===== config.mk =====
export PLATFORM = sky130hd
export DESIGN_NAME = rf_scoreboard_flat
export DESIGN_NICKNAME = d
export VERILOG_FILES = /design/src/rtl/rf_scoreboard_pkg.sv /design/src/rtl/rf_scoreboard_if.sv /design/src/rtl/rf_scoreboard_pend_ctr.sv /design/src/rtl/rf_scoreboard.sv /design/src/flat_wrapper.sv
export SDC_FILE = /design/constraint.sdc
export NUM_CORES = 1
export LEC_CHECK = 0
export ABC_AREA = 1
export CORE_ASPECT_RATIO = 1.25
export CORE_UTILIZATION = 30
export DETAILED_ROUTE_END_ITERATION = 6
export HOLD_SLACK_MARGIN = 0.1
export PLACE_DENSITY = 0.57
export SKIP_CTS_REPAIR_TIMING = 1
export SYNTH_ARGS = -nofsm -noshare
export SYNTH_HDL_FRONTEND = slang
export SYNTH_SLANG_ARGS = --single-unit

===== constraint.sdc =====
create_clock -name clock -period 4.7 [get_ports clock]
set_input_delay 0.47 -clock clock [delete_from_list [all_inputs] [get_ports clock]]
set_output_delay 0.47 -clock clock [all_outputs]
set_load 0.01 [all_outputs]

===== src/rtl/rf_scoreboard_pkg.sv =====
// Register IDs, register-bus width and small helpers shared by the register scoreboard.
// Pure declarations: no logic, no latency or backpressure.
`ifndef REGBUS
`define REGBUS 4
`endif

package rf_scoreboard_pkg;

  typedef logic [`REGBUS-1:0] reg_id_t;

  localparam int NUM_REGS = 15;

  localparam reg_id_t RRAX  = 4'h0;
  localparam reg_id_t RRCX  = 4'h1;
  localparam reg_id_t RRDX  = 4'h2;
  localparam reg_id_t RRBX  = 4'h3;
  localparam reg_id_t RRSP  = 4'h4;
  localparam reg_id_t RRBP  = 4'h5;
  localparam reg_id_t RRSI  = 4'h6;
  localparam reg_id_t RRDI  = 4'h7;
  localparam reg_id_t R8    = 4'h8;
  localparam reg_id_t R9    = 4'h9;
  localparam reg_id_t R10   = 4'hA;
  localparam reg_id_t R11   = 4'hB;
  localparam reg_id_t R12   = 4'hC;
  localparam reg_id_t R13   = 4'hD;
  localparam reg_id_t R14   = 4'hE;
  localparam reg_id_t RNONE = 4'hF;

  typedef enum logic [1:0] {
    FWD_RF   = 2'b00,
    FWD_VALE = 2'b01,
    FWD_VALM = 2'b10
  } fwd_sel_e;

  // Number of the two destination fields naming register r (0, 1 or 2).
  function automatic logic [1:0] id_hits(input reg_id_t a, input reg_id_t b, input reg_id_t r);
    return {1'b0, a == r} + {1'b0, b == r};
  endfunction

endpackage


===== src/rtl/rf_scoreboard_if.sv =====
// Issue / writeback / status bundle of the register scoreboard; fwd selects exist only
// when RF_SCOREBOARD_FWD_EN is defined. master = pipeline side, slave = scoreboard.
interface rf_scoreboard_if;
  import rf_scoreboard_pkg::*;

  logic                issue_valid;
  logic                issue_ready;
  reg_id_t             issue_srcA;
  reg_id_t             issue_srcB;
  reg_id_t             issue_dstE;
  reg_id_t             issue_dstM;
  logic                wbE_valid;
  reg_id_t             wbE_dst;
  logic                wbM_valid;
  reg_id_t             wbM_dst;
  logic                retire;
  logic                hazardA;
  logic                hazardB;
  logic [NUM_REGS-1:0] busy_vec;
  logic [2:0]          outstanding;
  logic [15:0]         stall_cnt;
  logic                err;
`ifdef RF_SCOREBOARD_FWD_EN
  logic [1:0]          fwdA_sel;
  logic [1:0]          fwdB_sel;
`endif

  modport master (
    output issue_valid, issue_srcA, issue_srcB, issue_dstE, issue_dstM,
           wbE_valid, wbE_dst, wbM_valid, wbM_dst, retire,
    input  issue_ready, hazardA, hazardB, busy_vec, outstanding, stall_cnt, err
`ifdef RF_SCOREBOARD_FWD_EN
    , input fwdA_sel, fwdB_sel
`endif
  );

  modport slave (
    input  issue_valid, issue_srcA, issue_srcB, issue_dstE, issue_dstM,
           wbE_valid, wbE_dst, wbM_valid, wbM_dst, retire,
    output issue_ready, hazardA, hazardB, busy_vec, outstanding, stall_cnt, err
`ifdef RF_SCOREBOARD_FWD_EN
    , output fwdA_sel, fwdB_sel
`endif
  );

endinterface


===== src/rtl/rf_scoreboard_pend_ctr.sv =====
// Saturating pending-write counter: count' = count + inc - dec, one cycle.
// Underflow holds the value and flags unf; overflow clamps to all-ones and flags ovf.
module pend_ctr
  import rf_scoreboard_pkg::*;
#(
  parameter int CNT_W = 4
) (
  input  logic             clock,
  input  logic             reset,
  input  logic [1:0]       inc,
  input  logic [1:0]       dec,
  output logic [CNT_W-1:0] count,
  output logic             ovf,
  output logic             unf
);

  localparam logic [CNT_W+1:0] CMAX = {2'b00, {CNT_W{1'b1}}};

  logic [CNT_W-1:0] count_q, count_d;
  logic [CNT_W+1:0] sum, diff;

  always_comb begin
    sum     = {2'b00, count_q} + {{CNT_W{1'b0}}, inc};
    diff    = sum - {{CNT_W{1'b0}}, dec};
    count_d = count_q;
    ovf     = 1'b0;
    unf     = 1'b0;
    if (sum < {{CNT_W{1'b0}}, dec}) begin
      unf = 1'b1;
    end else if (diff > CMAX) begin
      count_d = '1;
      ovf     = 1'b1;
    end else begin
      count_d = diff[CNT_W-1:0];
    end
  end

  always_ff @(posedge clock or negedge reset) begin
    if (!reset) count_q <= '0;
    else        count_q <= count_d;
  end

  assign count = count_q;

endmodule


===== src/rtl/rf_scoreboard.sv =====
// Register scoreboard: per-register pending-write counters, issue hazard/ready, in-flight
// limit; hazards/ready are combinational, state updates next edge. RF_SCOREBOARD_FWD_EN adds forwarding.
module rf_scoreboard
  import rf_scoreboard_pkg::*;
#(
  parameter int MAX_OUT = 4,
  parameter int CNT_W   = 4
) (
  input  logic           clock,
  input  logic           reset,
  rf_scoreboard_if.slave sb
);

  localparam logic [2:0] MAX_OUT_V = 3'(MAX_OUT);

  logic [CNT_W-1:0]    cnt   [NUM_REGS];
  logic [1:0]          inc_v [NUM_REGS];
  logic [1:0]          dec_v [NUM_REGS];
  logic [NUM_REGS-1:0] ovf_v, unf_v, busy;
  logic [15:0]         busy16;
  logic                fire, ready, haz_a, haz_b, retire_unf;
  logic [2:0]          out_q, out_d;
  logic [15:0]         stall_q, stall_d;
  logic                err_q, err_d;

  // RNONE never matches a counter index, so writebacks to it drop out here.
  for (genvar g = 0; g < NUM_REGS; g++) begin : g_reg
    localparam reg_id_t RID = reg_id_t'(g);
    assign inc_v[g] = fire ? id_hits(sb.issue_dstE, sb.issue_dstM, RID) : 2'd0;
    assign dec_v[g] = {1'b0, sb.wbE_valid && (sb.wbE_dst == RID)}
                    + {1'b0, sb.wbM_valid && (sb.wbM_dst == RID)};
    assign busy[g]  = (cnt[g] != '0);

    pend_ctr #(.CNT_W(CNT_W)) u_ctr (
      .clock (clock),
      .reset (reset),
      .inc   (inc_v[g]),
      .dec   (dec_v[g]),
      .count (cnt[g]),
      .ovf   (ovf_v[g]),
      .unf   (unf_v[g])
    );
  end

  assign busy16 = {1'b0, busy};

`ifdef RF_SCOREBOARD_FWD_EN
  logic [NUM_REGS-1:0] one;
  logic [15:0]         one16;
  logic                hit_ea, hit_ma, hit_eb, hit_mb;

  for (genvar g = 0; g < NUM_REGS; g++) begin : g_one
    assign one[g] = (cnt[g] == CNT_W'(1));
  end
  assign one16 = {1'b0, one};

  assign hit_ea = sb.wbE_valid && (sb.wbE_dst == sb.issue_srcA) && (sb.issue_srcA != RNONE);
  assign hit_ma = sb.wbM_valid && (sb.wbM_dst == sb.issue_srcA) && (sb.issue_srcA != RNONE);
  assign hit_eb = sb.wbE_valid && (sb.wbE_dst == sb.issue_srcB) && (sb.issue_srcB != RNONE);
  assign hit_mb = sb.wbM_valid && (sb.wbM_dst == sb.issue_srcB) && (sb.issue_srcB != RNONE);

  // The last pending write landing this cycle can be bypassed instead of stalled.
  assign haz_a = busy16[sb.issue_srcA] && !(one16[sb.issue_srcA] && (hit_ea || hit_ma));
  assign haz_b = busy16[sb.issue_srcB] && !(one16[sb.issue_srcB] && (hit_eb || hit_mb));

  assign sb.fwdA_sel = hit_ma ? FWD_VALM : (hit_ea ? FWD_VALE : FWD_RF);
  assign sb.fwdB_sel = hit_mb ? FWD_VALM : (hit_eb ? FWD_VALE : FWD_RF);
`else
  assign haz_a = busy16[sb.issue_srcA];
  assign haz_b = busy16[sb.issue_srcB];
`endif

  assign ready = !haz_a && !haz_b && ((out_q < MAX_OUT_V) || sb.retire);
  assign fire  = sb.issue_valid && ready;

  always_comb begin
    out_d      = out_q;
    retire_unf = 1'b0;
    if (fire && !sb.retire) begin
      out_d = out_q + 3'd1;
    end else if (!fire && sb.retire) begin
      if (out_q == 3'd0) retire_unf = 1'b1;
      else               out_d = out_q - 3'd1;
    end
  end

  always_comb begin
    stall_d = stall_q;
    if (sb.issue_valid && !ready && (stall_q != 16'hFFFF)) stall_d = stall_q + 16'd1;
  end

  assign err_d = err_q || (|ovf_v) || (|unf_v) || retire_unf;

  always_ff @(posedge clock or negedge reset) begin
    if (!reset) begin
      out_q   <= '0;
      stall_q <= '0;
      err_q   <= 1'b0;
    end else begin
      out_q   <= out_d;
      stall_q <= stall_d;
      err_q   <= err_d;
    end
  end

  assign sb.issue_ready = ready;
  assign sb.hazardA     = haz_a;
  assign sb.hazardB     = haz_b;
  assign sb.busy_vec    = busy;
  assign sb.outstanding = out_q;
  assign sb.stall_cnt   = stall_q;
  assign sb.err         = err_q;

endmodule


===== src/flat_wrapper.sv =====
// flat-port wrapper written by rule: the top's interface ports become plain ports
module rf_scoreboard_flat import rf_scoreboard_pkg::*;
#(
  parameter int MAX_OUT = 4,
  parameter int CNT_W   = 4
)
  (clock, reset, sb_issue_valid, sb_issue_srcA, sb_issue_srcB, sb_issue_dstE, sb_issue_dstM, sb_wbE_valid, sb_wbE_dst, sb_wbM_valid, sb_wbM_dst, sb_retire, sb_issue_ready, sb_hazardA, sb_hazardB, sb_busy_vec, sb_outstanding, sb_stall_cnt, sb_err);
  rf_scoreboard_if sb_i ();
  input  logic clock;
  input  logic reset;
  input wire logic [$bits(sb_i.issue_valid)-1:0] sb_issue_valid;
  input wire logic [$bits(sb_i.issue_srcA)-1:0] sb_issue_srcA;
  input wire logic [$bits(sb_i.issue_srcB)-1:0] sb_issue_srcB;
  input wire logic [$bits(sb_i.issue_dstE)-1:0] sb_issue_dstE;
  input wire logic [$bits(sb_i.issue_dstM)-1:0] sb_issue_dstM;
  input wire logic [$bits(sb_i.wbE_valid)-1:0] sb_wbE_valid;
  input wire logic [$bits(sb_i.wbE_dst)-1:0] sb_wbE_dst;
  input wire logic [$bits(sb_i.wbM_valid)-1:0] sb_wbM_valid;
  input wire logic [$bits(sb_i.wbM_dst)-1:0] sb_wbM_dst;
  input wire logic [$bits(sb_i.retire)-1:0] sb_retire;
  output wire logic [$bits(sb_i.issue_ready)-1:0] sb_issue_ready;
  output wire logic [$bits(sb_i.hazardA)-1:0] sb_hazardA;
  output wire logic [$bits(sb_i.hazardB)-1:0] sb_hazardB;
  output wire logic [$bits(sb_i.busy_vec)-1:0] sb_busy_vec;
  output wire logic [$bits(sb_i.outstanding)-1:0] sb_outstanding;
  output wire logic [$bits(sb_i.stall_cnt)-1:0] sb_stall_cnt;
  output wire logic [$bits(sb_i.err)-1:0] sb_err;
  assign sb_i.issue_valid = sb_issue_valid;
  assign sb_i.issue_srcA = sb_issue_srcA;
  assign sb_i.issue_srcB = sb_issue_srcB;
  assign sb_i.issue_dstE = sb_issue_dstE;
  assign sb_i.issue_dstM = sb_issue_dstM;
  assign sb_i.wbE_valid = sb_wbE_valid;
  assign sb_i.wbE_dst = sb_wbE_dst;
  assign sb_i.wbM_valid = sb_wbM_valid;
  assign sb_i.wbM_dst = sb_wbM_dst;
  assign sb_i.retire = sb_retire;
  assign sb_issue_ready = sb_i.issue_ready;
  assign sb_hazardA = sb_i.hazardA;
  assign sb_hazardB = sb_i.hazardB;
  assign sb_busy_vec = sb_i.busy_vec;
  assign sb_outstanding = sb_i.outstanding;
  assign sb_stall_cnt = sb_i.stall_cnt;
  assign sb_err = sb_i.err;
  rf_scoreboard #(.MAX_OUT(MAX_OUT), .CNT_W(CNT_W)) u_core (.clock(clock), .reset(reset), .sb(sb_i));
endmodule

# Word-level counts from Yosys, hierarchy flattened

Index checks and enable logic that the tools add are counted.

Bits in registers: 80
Output and inout bits: 38
Input port bits: 30

$lt $le $gt $ge: 33
Eq/ne operators: 58
Multiplexer cells: 85
Reduce and logical (&&, ||, !) cells: 70
Add/sub/neg operators: 63

Operators by type and width:

| operator                | count |
|---|---|
| $eq A4 B4 Y1 const B    | 28 |
| $gt A6 B4 Y1 const B    | 15 |
| $lt A6 B2 Y1            | 15 |
| $sub A6 B2 Y6           | 15 |
| $add A4 B2 Y5           | 15 |
| $eq A4 B3 Y1 const B    | 16 |
| $add A1 B1 Y2           | 30 |
| $mux W4                 | 15 |
| $reduce_bool A4 Y1      | 15 |
| $mux W1                 | 50 |
| $logic_and A1 B1 Y1     | 37 |
| $eq A4 B2 Y1 const B    | 8 |
| $mux W2                 | 15 |
| $reduce_or A15 Y1       | 2 |
| $add A16 B1 Y16 const B | 1 |
| $eq A4 B1 Y1 const B    | 4 |
| $logic_not A4 Y1        | 4 |
| $ne A16 B16 Y1 const B  | 1 |
| $lt A4 B5 Y1 const B    | 2 |
| $mux W3                 | 3 |
| $bmux W1 S4             | 2 |
| $logic_not A1 Y1        | 5 |
| $logic_or A1 B1 Y1      | 4 |
| $add A3 B1 Y3 const B   | 1 |
| 6 further kinds         | 6 |

# Longest topological paths before layout

Depth in word-level cells: 17
Depth in mapped cells: 31

# Hierarchy

Synthesis repeated with hierarchy kept, for this count alone.

Cells, all modules: 1543
Area total of the unflattened synthesis: 10417.5 µm²

By module, submodules not included:

| module                               | seq. area each (µm²) | cells an instance | times used | area an instance (µm²) |
|---|---|---|---|---|
| pend_ctr (u_core.g_reg[0].u_ctr ...) | 100.1                | 68                | 9          | 479.2 |
| rf_scoreboard                        | 500.5                | 493               | 1          | 3175.5 |
| pend_ctr (u_core.g_reg[5].u_ctr ...) | 100.1                | 73                | 5          | 489.2 |
| pend_ctr (u_core.g_reg[4].u_ctr)     | 100.1                | 73                | 1          | 483.0 |

# Worst setup path before layout

No wires, ideal clock.

Kind: register to register
From: reg u_core.g_reg[14].u_ctr.count_q[2]
To: reg u_core.g_reg[8].u_ctr.count_q[1]
Data required time: 4.571 ns
Stages on the path, launching flop included: 23
Arrival: 3.607 ns
Clock period less this slack: 3.736 ns
Library setup time: 0.129 ns
Slack: 0.964 ns
Buffers on the path: 1
Path through: dfrtp_1 -> inv_1 -> nand3_1 -> a21oi_1 -> nand2_1 -> nand3_1 -> nand2_2 -> nor2_4 -> nand2_4 -> inv_4 -> nand2_4 -> buf_2 -> nor2_1 -> ha_1 -> inv_1 -> fa_1 -> inv_1 -> fa_1 -> or2_2 -> o21ai_0 -> nand2_1 -> o21ai_0 -> o21ai_0

Cells in the longest elaborated chain, start to end: 12
Elaborated cells between the ends (all ways): 16
Those cells by class: 2 x add/sub; 2 x order compare; 6 x mux; 6 x reduce/logical

Ends and longest elaborated chain:

| item                               | RTL line                     | source |
|---|---|---|
| start, declared                    | rf_scoreboard_pend_ctr.sv:19 | `logic [CNT_W-1:0] count_q, count_d;` |
| start signal, assigned             | rf_scoreboard_pend_ctr.sv:40 | `else count_q <= count_d;` |
| $reduce_bool A4 Y1 *               | rf_scoreboard.sv:32          | `assign busy[g] = (cnt[g] != '0);` |
| net sb_busy_vec[14]                | flat_wrapper.sv:24           | `output wire logic [$bits(sb_i.busy_vec)-1:0] sb_busy_vec;` |
| $bmux W1 S4 *                      | rf_scoreboard.sv:70          | `assign haz_b = busy16[sb.issue_srcB];` |
| $mux W1 (implied by the code) *    | rf_scoreboard.sv:70          |  |
| net sb_hazardB                     | flat_wrapper.sv:23           | `output wire logic [$bits(sb_i.hazardB)-1:0] sb_hazardB;` |
| $logic_not A1 Y1 *                 | rf_scoreboard.sv:73          | `assign ready = !haz_a && !haz_b && ((out_q < MAX_OUT_V) \|\| sb.retire);` |
| $logic_and A1 B1 Y1 * (2 in a row) | rf_scoreboard.sv:73          |  |
| net sb_issue_ready                 | flat_wrapper.sv:21           | `output wire logic [$bits(sb_i.issue_ready)-1:0] sb_issue_ready;` |
| $logic_and A1 B1 Y1 *              | rf_scoreboard.sv:74          | `assign fire = sb.issue_valid && ready;` |
| $mux W2 *                          | rf_scoreboard.sv:29          | `assign inc_v[g] = fire ? id_hits(sb.issue_dstE, sb.issue_dstM, RID) : 2'd0;` |
| $add A4 B2 Y5 *                    | rf_scoreboard_pend_ctr.sv:23 | `sum = {2'b00, count_q} + {{CNT_W{1'b0}}, inc};` |
| $sub A6 B2 Y6                      | rf_scoreboard_pend_ctr.sv:24 | `diff = sum - {{CNT_W{1'b0}}, dec};` |
| $gt A6 B4 Y1                       | rf_scoreboard_pend_ctr.sv:30 | `end else if (diff > CMAX) begin` |
| $mux W4                            | rf_scoreboard_pend_ctr.sv:30 |  |
| end signal, assigned               | rf_scoreboard_pend_ctr.sv:40 |  |
| end, declared                      | rf_scoreboard_pend_ctr.sv:19 |  |

Mark *: on every way through the listed nets, which the timed path passes. The rest lies on a longest branch. The select of a mux whose other input is x is not followed.
A chain may end at the register's enable or synchronous reset.

# Final worst setup path

From: in sb_issue_srcA[0]
To: reg u_core.err_q (netlist: u_core.sb.err)

Cells in the longest elaborated chain, start to end: 16
Elaborated cells between the ends (all ways): 136
Those cells by class: 30 x add/sub; 30 x order compare; 64 x mux; 12 x reduce/logical

Ends and longest elaborated chain:

| item                               | RTL line                     | source |
|---|---|---|
| start, declared                    | flat_wrapper.sv:12           | `input wire logic [$bits(sb_i.issue_srcA)-1:0] sb_issue_srcA;` |
| $bmux W1 S4 *                      | rf_scoreboard.sv:69          | `assign haz_a = busy16[sb.issue_srcA];` |
| $mux W1 (implied by the code) *    | rf_scoreboard.sv:69          |  |
| $logic_not A1 Y1 *                 | rf_scoreboard.sv:73          |  |
| $logic_and A1 B1 Y1 * (2 in a row) | rf_scoreboard.sv:73          |  |
| $logic_and A1 B1 Y1 *              | rf_scoreboard.sv:74          |  |
| $mux W2                            | rf_scoreboard.sv:29          |  |
| $add A4 B2 Y5                      | rf_scoreboard_pend_ctr.sv:23 |  |
| $sub A6 B2 Y6                      | rf_scoreboard_pend_ctr.sv:24 |  |
| $gt A6 B4 Y1                       | rf_scoreboard_pend_ctr.sv:30 |  |
| $mux W1                            | rf_scoreboard_pend_ctr.sv:30 |  |
| $mux W1                            | rf_scoreboard_pend_ctr.sv:28 | `if (sum < {{CNT_W{1'b0}}, dec}) begin` |
| $reduce_or A15 Y1                  | rf_scoreboard.sv:92          | `assign err_d = err_q \|\| (\|ovf_v) \|\| (\|unf_v) \|\| retire_unf;` |
| $logic_or A1 B1 Y1 (2 in a row)    | rf_scoreboard.sv:92          |  |
| $logic_or A1 B1 Y1 *               | rf_scoreboard.sv:92          |  |
| net u_core.err_d                   | rf_scoreboard.sv:24          | `logic err_q, err_d;` |
| end signal, assigned               | rf_scoreboard.sv:102         | `err_q <= err_d;` |
| end, declared                      | rf_scoreboard.sv:24          |  |

Marked as above.

==> impl_metrics.tcl <==
set metrics [dict create \
    min_period_over_period_pct 94.1 \
    placed_area_mm2 0.00990 \
    synth_area_leaders "dfrtp_1 (23%), ha_1 (13%), inv_1 (12%)" \
    die_h_um 192 \
    wl_per_cell_um 14.5 \
    numCtsBuffers 9 \
    grtUsageTotal_pct 17.9 \
    violations "design-rule violations" \
    yosys_warnings 0 \
    fin_nets 1511 \
    antenna_found_initial 0 \
    ant_nets 0 \
    yosysUniqueCellTypes 42 \
    synth_top_area_share_pct 23.2 \
    path_class "in -> reg" \
    rr_startpoint "u_core.g_reg[14].u_ctr.count[2]" \
    ios 68 \
    syn_area_per_cell_um2 6.85 \
    wl_met2_um 11800 \
    synthArstFlopShare_pct 100 \
    gp_congestion 0.946 \
    cp_data_required_time_ps 4950 \
    die_x_um 154 \
    via_per_inst 4.73 \
    tns_ps 0 \
    cts_sinks 80 \
    dp_hpwl_um 20700 \
    area_growth_pct 18.2 \
    syn-cell-area_mm2 0.00864 \
    synth_cells 1261 \
    wl_met1_um 11100 \
    slew_headroom_pct 51.1 \
    period_needed_ps 4420 \
    finalMaxSlewViolations 0 \
    yosys.area.top_type "dfrtp_1" \
    powerDensity_mw_per_mm2 380 \
    post-route-drc-count 2 \
    drive_above_1_share_pct 6.53 \
    critPathCaptureType "flip-flop" \
    rsz0062_at_grt "no" \
    max-vdd-ir-drop_uv 184 \
    pre_cts_slack_ps -137 \
    drt_wl_total_um 25000 \
    root_buffer "clkbuf_16" \
    core_area_mm2 0.0284 \
    fmax_mhz 226 \
    row_count 69 \
    status "complete, but fails checks" \
    cts_tree "yes" \
    clk_latency_ps 370 \
    setup_viol 0 \
    diodes 0 \
    synth-seq-cells 80 \
    synthFlopType "dfrtp_1" \
    final.setup.worst_slack_ps 280 \
    drv_cap 0 \
    first_global_vias 8078 \
    path_clk_slew_ps 70 \
    vias 8114 \
    grt_max_degree 45 \
    drt_iter0_markers 471 \
    hold_path_class "in -> async" \
    crit_path_start "sb_issue_srcA[0]" \
    final-hold-violation-count 0 \
    synth_fp_nets 1415 \
    cts_htree_levels 3 \
    synth_edf_count 0 \
    port_buffers 67 \
    wl_met3_um 1340 \
    yosysSeqAreaShare_pct 23.2 \
    dieArea_mm2 0.0295 \
    path_max_fanout 9 \
    worst_slew_pin_slew_ps 731 \
    crit_arrival_ps 4670 \
    grt_remaining_overflow 0 \
    power_mw 3.88 \
    start_util_pct 30.4 \
    final_design_area_no_fill_mm2 0.0102 \
    start_kind "input pin" \
    grt_pass1_wl_um 40600 \
    fin_worst_skew_ps 15.9 \
    p_leak_nw 5.03 \
    dr.pass1.iters 7 \
    clk_path_buf_depth 2 \
    maxUsedRoutingLayer "met4" \
]
## metrics by stage
step                      instances  hold WS [ps]  util [%]
after floorplan                1261           174         -
after global placement         1701           532      34.9
after detailed placement       1701           528      34.9
after CTS                      1717           166      35.9
after global routing           1717           187      35.9
final                          1717           142      35.9
## final timing paths
kind,slack [ps],end,depth (start not counted)
max in group asynchronous,3570,u_core.sb.stall_cnt[9],2
min reg2reg,540,u_core.sb.stall_cnt[1],2
max,280,u_core.sb.err,27
min in group clock,540,u_core.sb.stall_cnt[1],2
min,140,u_core.sb.stall_cnt[2],1
max reg2reg,370,u_core.sb.err,26
## registers in the layout, summed over array words and instances, names as in the netlist
name / count
u_core.sb.stall_cnt: 16
u_core.g.u_ctr.count: 60
u_core.sb.err: 1
u_core.sb.outstanding: 3
## power breakdown
part / internal [mW] / leakage, nW / switching [mW]
clock: 0.428 / 0.149 / 0.330
combinational: 0.733 / 3.96 / 1.12
sequential: 0.975 / 0.921 / 0.286
## worst max-delay path: stages
cell             delay, ps
clkdlybuf4s50_1        650
buf_4                  180
nand4_1                 90
nand3_1                100
nand3_1                 80
nand3_1                 90
nand2_1                 80
inv_2                   70
nand2_4                 60
inv_4                   60
nand2_4                 90
buf_4                  180
nor2_1                  90
ha_1                   170
inv_1                   50
fa_1                   470
inv_1                   70
fa_1                   440
inv_1                   70
nand2_1                100
o21ai_0                370
buf_4                  180
nand2_1                 40
nor2_1                 170
nand2_1                 70
nor2_1                  90
nand3_1                 70
## cell usage in the layout, fill, tap and decap left out, types with 7 or more instances in the layout
cell type,instances
a21oi_1,55
buf_4,28
clkbuf_16,9
clkdlybuf4s50_1,65
dfrtp_1,80
fa_1,31
ha_1,93
inv_1,270
inv_2,14
nand2_1,257
nand3_1,59
nand3b_1,7
nand4_1,33
nor2_1,187
nor2_4,15
nor3_1,15
o211ai_1,9
o21ai_0,36
o22ai_1,9
xnor2_1,25
xor2_1,20
## cell usage after synthesis (3+ instances only)
master	number
a21oi_1	55
a31oi_1	5
a32oi_1	3
buf_2	3
dfrtp_1	80
fa_1	31
ha_1	93
inv_1	270
inv_2	14
nand2_1	257
nand3_1	59
nand3b_1	7
nand4_1	33
nor2_1	187
nor2_4	15
nor3_1	15
o2111ai_1	3
o211ai_1	9
o21ai_0	36
o22ai_1	9
or2_2	6
xnor2_1	25
xor2_1	20
## area by class of cell
cell class,count,area [um2]
Multi-Input combinational cell,886,5490
Clock inverter,6,68.8
Clock buffer,10,239
Timing Repair Buffer,95,893
Tap cell,355,444
Inverter,285,1070
Fill cell,3001,18200
Sequential cell,80,2000
## per-layer routing
| metal | global-route usage [%] | vias up |
|---|---|---|
| met5 | 0 | - |
| met4 | 7.12 | 0 |
| met3 | 3.63 | 36 |
| met2 | 30.1 | 174 |
| met1 | 22.3 | 3764 |
| li1 | - | 4140 |
## cell families after synthesis
logic type,after synthesis,share of synthesized area (%)
flops,80,23.2
simple gates,592,30.2
fa+ha+maj,124,20.7
buf+inv,295,13.3
xor+xnor,45,4.56
compound gates,124,8.03
mux,1,0.130
No activity file was read; power rests on OpenSTA's default activity.
